### config.mk
export PLATFORM = sky130hd
export DESIGN_NAME = mem_port_arbiter
export DESIGN_NICKNAME = d
export VERILOG_FILES = /design/src/rtl/arm_mem_pkg.sv /design/src/rtl/mem_lane_align.sv /design/src/rtl/mem_port_arbiter.sv
export SDC_FILE = /design/constraint.sdc
export NUM_CORES = 1
export LEC_CHECK = 0
export CAP_MARGIN = 10
export CORE_UTILIZATION = 25
export DETAILED_ROUTE_END_ITERATION = 6
export PLACE_DENSITY = 0.56
export SLEW_MARGIN = 40
export SYNTH_ARGS = -nofsm -noshare
export SYNTH_HDL_FRONTEND = slang
export SYNTH_SLANG_ARGS = --single-unit
### constraint.sdc
create_clock -name clk -period 2.8 [get_ports clk]
set_input_delay 0.28 -clock clk [delete_from_list [all_inputs] [get_ports clk]]
set_output_delay 0.28 -clock clk [all_outputs]
set_load 0.05 [all_outputs]
### src/rtl/arm_mem_pkg.sv
// Shared definitions for the unified-memory port arbiter: FSM encoding,
// bus widths and the full-word byte-enable constant.
package arm_mem_pkg;

    localparam int ADDR_W = 32;
    localparam int DATA_W = 32;

    localparam logic [3:0] BE_WORD = 4'hF;

    typedef enum logic [1:0] {
        ST_IDLE   = 2'd0,
        ST_F_BUSY = 2'd1,
        ST_D_BUSY = 2'd2,
        ST_RESP   = 2'd3
    } arb_state_e;

    // Forms the word-aligned memory address from a byte address.
    function automatic logic [ADDR_W-1:0] word_addr(input logic [ADDR_W-1:0] a);
        return {a[ADDR_W-1:2], 2'b00};
    endfunction

endpackage

### src/rtl/mem_lane_align.sv
// Byte-lane steering for data accesses: byte enables, replicated store data
// and zero-extended byte load data. Purely combinational.
module mem_lane_align
    import arm_mem_pkg::*;
(
    input  logic [1:0]        lane_lo,
    input  logic              byte_acc,
    input  logic [DATA_W-1:0] wdata_in,
    input  logic [DATA_W-1:0] rdata_in,
    output logic [3:0]        be,
    output logic [DATA_W-1:0] wdata_out,
    output logic [DATA_W-1:0] rdata_out
);

    logic [7:0] rbyte_s;

    // Byte enables and store data replication.
    always_comb begin
        be        = BE_WORD;
        wdata_out = wdata_in;
        if (byte_acc) begin
            be        = 4'b0001 << lane_lo;
            wdata_out = {4{wdata_in[7:0]}};
        end else begin
            be        = BE_WORD;
            wdata_out = wdata_in;
        end
    end

    // Load data lane select; word loads pass through unrotated.
    always_comb begin
        rbyte_s = 8'h00;
        case (lane_lo)
            2'd0:    rbyte_s = rdata_in[7:0];
            2'd1:    rbyte_s = rdata_in[15:8];
            2'd2:    rbyte_s = rdata_in[23:16];
            2'd3:    rbyte_s = rdata_in[31:24];
            default: rbyte_s = 8'h00;
        endcase
        if (byte_acc) begin
            rdata_out = {24'h000000, rbyte_s};
        end else begin
            rdata_out = rdata_in;
        end
    end

endmodule

### src/rtl/mem_port_arbiter.sv
// Arbitrates the single memory port between instruction fetch and load/store,
// favouring data but forcing a fetch after STARVE_MAX consecutive data grants.
module mem_port_arbiter
    import arm_mem_pkg::*;
#(
    parameter int STARVE_MAX = 4
) (
    input  logic              clk,
    input  logic              rst,
    input  logic              f_req,
    input  logic [ADDR_W-1:0] f_addr,
    output logic              f_ready,
    output logic [DATA_W-1:0] f_rdata,
    input  logic              d_req,
    input  logic              d_we,
    input  logic              d_byte,
    input  logic [ADDR_W-1:0] d_addr,
    input  logic [DATA_W-1:0] d_wdata,
    output logic              d_ready,
    output logic [DATA_W-1:0] d_rdata,
    output logic              mem_req,
    output logic              mem_we,
    output logic [3:0]        mem_be,
    output logic [ADDR_W-1:0] mem_addr,
    output logic [DATA_W-1:0] mem_wdata,
    input  logic              mem_ack,
    input  logic [DATA_W-1:0] mem_rdata
);

    localparam logic [3:0] STARVE_LIM = 4'(STARVE_MAX);

    arb_state_e        state_q, state_d;
    logic [3:0]        starve_q, starve_d;
    logic              f_ready_q, f_ready_d;
    logic              d_ready_q, d_ready_d;
    logic [DATA_W-1:0] f_rdata_q, f_rdata_d;
    logic [DATA_W-1:0] d_rdata_q, d_rdata_d;
    logic              mem_req_q, mem_req_d;
    logic              mem_we_q, mem_we_d;
    logic [3:0]        mem_be_q, mem_be_d;
    logic [ADDR_W-1:0] mem_addr_q, mem_addr_d;
    logic [DATA_W-1:0] mem_wdata_q, mem_wdata_d;
    logic [1:0]        d_lo_q, d_lo_d;
    logic              d_byte_q, d_byte_d;

    logic              grant_f_s, grant_d_s;
    logic [1:0]        lane_lo_s;
    logic              lane_byte_s;
    logic [3:0]        lane_be_s;
    logic [DATA_W-1:0] lane_wdata_s, lane_rdata_s;

    // In IDLE the aligner looks at the live request; in BUSY at the latched one.
    always_comb begin
        if (state_q == ST_IDLE) begin
            lane_lo_s   = d_addr[1:0];
            lane_byte_s = d_byte;
        end else begin
            lane_lo_s   = d_lo_q;
            lane_byte_s = d_byte_q;
        end
    end

    mem_lane_align u_align (
        .lane_lo   (lane_lo_s),
        .byte_acc  (lane_byte_s),
        .wdata_in  (d_wdata),
        .rdata_in  (mem_rdata),
        .be        (lane_be_s),
        .wdata_out (lane_wdata_s),
        .rdata_out (lane_rdata_s)
    );

    // Next-state, starvation counter and registered-output computation.
    always_comb begin
        state_d     = state_q;
        starve_d    = starve_q;
        f_ready_d   = 1'b0;
        d_ready_d   = 1'b0;
        f_rdata_d   = f_rdata_q;
        d_rdata_d   = d_rdata_q;
        mem_req_d   = mem_req_q;
        mem_we_d    = mem_we_q;
        mem_be_d    = mem_be_q;
        mem_addr_d  = mem_addr_q;
        mem_wdata_d = mem_wdata_q;
        d_lo_d      = d_lo_q;
        d_byte_d    = d_byte_q;
        grant_f_s   = f_req && (!d_req || (starve_q >= STARVE_LIM));
        grant_d_s   = d_req && !grant_f_s;

        case (state_q)
            ST_IDLE: begin
                if (grant_f_s) begin
                    state_d     = ST_F_BUSY;
                    starve_d    = 4'd0;
                    mem_req_d   = 1'b1;
                    mem_we_d    = 1'b0;
                    mem_be_d    = BE_WORD;
                    mem_addr_d  = word_addr(f_addr);
                    mem_wdata_d = 32'h0000_0000;
                end else if (grant_d_s) begin
                    state_d     = ST_D_BUSY;
                    mem_req_d   = 1'b1;
                    mem_we_d    = d_we;
                    mem_be_d    = lane_be_s;
                    mem_addr_d  = word_addr(d_addr);
                    mem_wdata_d = lane_wdata_s;
                    d_lo_d      = d_addr[1:0];
                    d_byte_d    = d_byte;
                    if (!f_req) begin
                        starve_d = 4'd0;
                    end else if (starve_q < STARVE_LIM) begin
                        starve_d = starve_q + 4'd1;
                    end else begin
                        starve_d = starve_q;
                    end
                end else begin
                    state_d = ST_IDLE;
                end
            end
            ST_F_BUSY: begin
                if (mem_ack) begin
                    state_d   = ST_RESP;
                    mem_req_d = 1'b0;
                    f_rdata_d = mem_rdata;
                    f_ready_d = 1'b1;
                end else begin
                    state_d = ST_F_BUSY;
                end
            end
            ST_D_BUSY: begin
                if (mem_ack) begin
                    state_d   = ST_RESP;
                    mem_req_d = 1'b0;
                    d_ready_d = 1'b1;
                    if (!mem_we_q) begin
                        d_rdata_d = lane_rdata_s;
                    end else begin
                        d_rdata_d = d_rdata_q;
                    end
                end else begin
                    state_d = ST_D_BUSY;
                end
            end
            ST_RESP: begin
                state_d = ST_IDLE;
            end
            default: begin
                state_d = ST_IDLE;
            end
        endcase
    end

    // State and output registers with synchronous reset.
    always_ff @(posedge clk) begin
        if (rst) begin
            state_q     <= ST_IDLE;
            starve_q    <= 4'd0;
            f_ready_q   <= 1'b0;
            d_ready_q   <= 1'b0;
            f_rdata_q   <= 32'h0000_0000;
            d_rdata_q   <= 32'h0000_0000;
            mem_req_q   <= 1'b0;
            mem_we_q    <= 1'b0;
            mem_be_q    <= 4'h0;
            mem_addr_q  <= 32'h0000_0000;
            mem_wdata_q <= 32'h0000_0000;
            d_lo_q      <= 2'd0;
            d_byte_q    <= 1'b0;
        end else begin
            state_q     <= state_d;
            starve_q    <= starve_d;
            f_ready_q   <= f_ready_d;
            d_ready_q   <= d_ready_d;
            f_rdata_q   <= f_rdata_d;
            d_rdata_q   <= d_rdata_d;
            mem_req_q   <= mem_req_d;
            mem_we_q    <= mem_we_d;
            mem_be_q    <= mem_be_d;
            mem_addr_q  <= mem_addr_d;
            mem_wdata_q <= mem_wdata_d;
            d_lo_q      <= d_lo_d;
            d_byte_q    <= d_byte_d;
        end
    end

    assign f_ready   = f_ready_q;
    assign f_rdata   = f_rdata_q;
    assign d_ready   = d_ready_q;
    assign d_rdata   = d_rdata_q;
    assign mem_req   = mem_req_q;
    assign mem_we    = mem_we_q;
    assign mem_be    = mem_be_q;
    assign mem_addr  = mem_addr_q;
    assign mem_wdata = mem_wdata_q;

endmodule

==> results by group <==
Job
  • Maxcap violations: 0

Worst setup path
  • CP Launch Type: flip-flop
  • CP Max Fanout: 12
  • Worst Setup Path Type: flip-flop to flip-flop
  • Required time of the critical path: 3.15 ns
  • CP endpoint kind: flip-flop
  • Worst Path Arrival: between 2 and 3 ns

Synth
  • Top post-synthesis cells by count: 166 x nand2_1, 143 x dfxtp_1, 72 x nor2_1
  • Avg Cell Area, Syn: 8.19 um2
  • EDFF count, synth: 0
  • Post-synth top area share: 49.2%
  • Most frequent cell after synthesis: nand2_1
  • Main synth FF type: dfxtp_1
  • Synthesis-stage register bit count: approximately 140
  • Synth area leader: dfxtp_1
  • Seq/Total Area, Yosys: 49.2%
  • Netlist Area Pre-Place: 5820 um2
  • Fraction of registers with async set/reset: 0%
  • Cells after Synth: a little over 700
  • Synth unique cells: 34
  • Synth area leaders: dfxtp_1 49%, nand2_1 11%, a21oi_1 6.0%, a311oi_1 4.7%, nor2_1 4.6%
  • Yosys warns: 0

Final layout
  • FILL cells: 2315
  • Core Util, Final: 41.1%
  • Layout cells sized above 1: 6.85%
  • Ant. Diodes: 0
  • NumNets Final: 1091
  • Area growth, synth to finish: 60.3%

Clocking
  • CTS root buf: clkbuf_16
  • H-tree depth: 4
  • Setup Fix Bufs, Post-CTS: 0
  • Clk slew on worst S/H paths: 0.07 ns
  • CTS Buf Count: 17
  • Num Clock Sinks: roughly 140
  • Clock Latency Late Sink: ~0.42 ns
  • Hold_buf cts: 0
  • CTS tree: yes
  • Cts repair resizes: 0
  • Clock Path Buffers: 2

Floorplanning
  • Starting Density: 25.6%
  • Core box area: 22700 um2
  • Die area: 23900 um2
  • Std cell rows: 55
  • # IOs: 271
  • Die H: between 150 and 200 um
  • Die width: roughly 150 um

Routing
  • DR vias: between 5000 and 6000
  • Antenna viol nets, final: 0
  • Drt first pass iters: 4
  • Post-Route WL: 20800 um
  • Post-route DRC: 0
  • Wire per inst: between 15 and 20 um
  • Via density: 4.68
  • First DRT Iteration DRCs: 345

Power
  • Static leakage: 0.00343 uW
  • Max VDD drop: 397 uV
  • PwrDens: 742 nW/um2

STA
  • Setup Skew: 0.00872 ns
  • TNS Setup: 0 ns
  • RSZ-0062 raised after global routing: no
  • Worst slew pin tran: 0.791 ns
  • Final period util: 81.8%
  • Setup ws final: about 0.51 ns
  • Min Tclk post-route: 2.29 ns
  • Final setup vio count: 0
  • Final max-slew violation count: 0
  • Rel. slew slack: 47.3%
  • Fmax: 437 MHz
  • Endpoints failing hold: 0

Place
  • RePlAce Congestion: 0.816
  • DP HPWL: 14700 um
  • IO buf count: 266
  • Place WS: 0.508 ns

GRT
  • Initial antenna violation count: 1
  • Remaining Overflow, GRT: 0
  • Gr usage total: 17.3%
  • Vias in the first global route: 5605
  • Largest net degree at the start of global routing: about 70
  • First-pass GRT wire length: 32100 um

Worst hold path
  • HP Class: input pin to flip-flop

Run status
  • Status: finished, final reports clean
[power breakdown]
part	internal [uW]	switching, uW	total, uW
logic	808	1410	2220
clock network	1350	1000	2350
registers	2250	111	2360
total	4400	2530	6930
[logic make-up (layout without fill, tap and decap cells)]
logic type,count (synthesis),count (layout),share of synthesized area (%)
DFF,143,143,49.2
and+or+nand+nor,293,293,20.6
other,1,2,0.0644
muxes,15,15,2.79
xor gates and xnor gates,3,3,0.451
buffers and inverters,67,319,4.94
adders and majority gates,5,5,1.07
AOI/OAI and AO/OA,184,184,20.9
[metal layers]
metal | global-route usage [%] | routed length [um]
met1 | 21.6 | 9150
met2 | 27.7 | 9480
met3 | 6.53 | 1820
met4 | 5.19 | 303
met5 | 0 | 12
[final cells by class]
cell class / count / area, um2 / share of cell area (%)
sequential: 143 / 2860 / 30.7
timing repair buffer: 284 / 2810 / 30.1
multi-input combinational: 502 / 2700 / 28.9
clock buffer: 17 / 425 / 4.56
tap: 285 / 357 / 3.82
inverter: 3 / 11.3 / 0.121
clock inverter: 15 / 175 / 1.88
[sequential cells by signal (all words and copies together), names as in the netlist]
signal	cells
d_ready	1
starve_q	4
mem_wdata	32
d_lo_q	2
d_byte_q	1
mem_we	1
f_rdata	32
d_rdata	32
mem_be	4
mem_addr	30
mem_req	1
state_q	2
f_ready	1
[layout by cell type (no fill, tap or decap), drive strengths merged, types with 2 or more instances in the layout]
cell type      count
ha                 5
o32ai              8
conb               2
buf               19
nor2              72
mux2              10
o21bai             2
bufinv             2
mux2i              5
dfxtp            143
a311oi            31
a21o              25
clkinvlp           2
inv               11
nand3             40
a211oi             3
clkinv             3
nand3b             9
clkdlybuf4s50    265
nand2b             3
clkbuf            17
a22oi             24
xor2               2
nand2            166
o21ai             17
a21oi             70
[final timing paths]
kind | start | cells after the start | slack, ns | endpoint
setup reg to reg | state_q[0] | 7 | 0.51 | d_rdata[5]
hold reg to reg | mem_wdata[26] | 2 | 0.45 | mem_wdata[26]
hold / removal | rst | 2 | 0.39 | d_lo_q[1]
setup / recovery | state_q[0] | 7 | 0.51 | d_rdata[5]
[critical path, cell delays in order (launching register included)]
cell and delay [ns]:
dfxtp_1 0.33, inv_1 0.08, ha_1 0.44, mux2i_1 0.14, buf_4 0.20, a21oi_1 0.60, o21ai_0 0.24, o21ai_0 0.18
[metrics by stage]
| stage | std cells | instance area (um2) | total power, uW | hold slack [ns] |
|---|---|---|---|---|
| 4_1_cts | 1249 | 9340 | 7030 | 0.411 |
| 3_3_place_gp | 1217 | 8740 | 4640 | 0.438 |
| 3_5_place_dp | 1217 | 8740 | 4640 | 0.442 |
| 2_1_floorplan | 712 | 5830 | 3800 | 0.416 |
| 6_report | 1249 | 9340 | 6930 | 0.390 |
| 5_1_grt | 1249 | 9340 | 7260 | 0.437 |
Power figures use the tool's default switching activity.
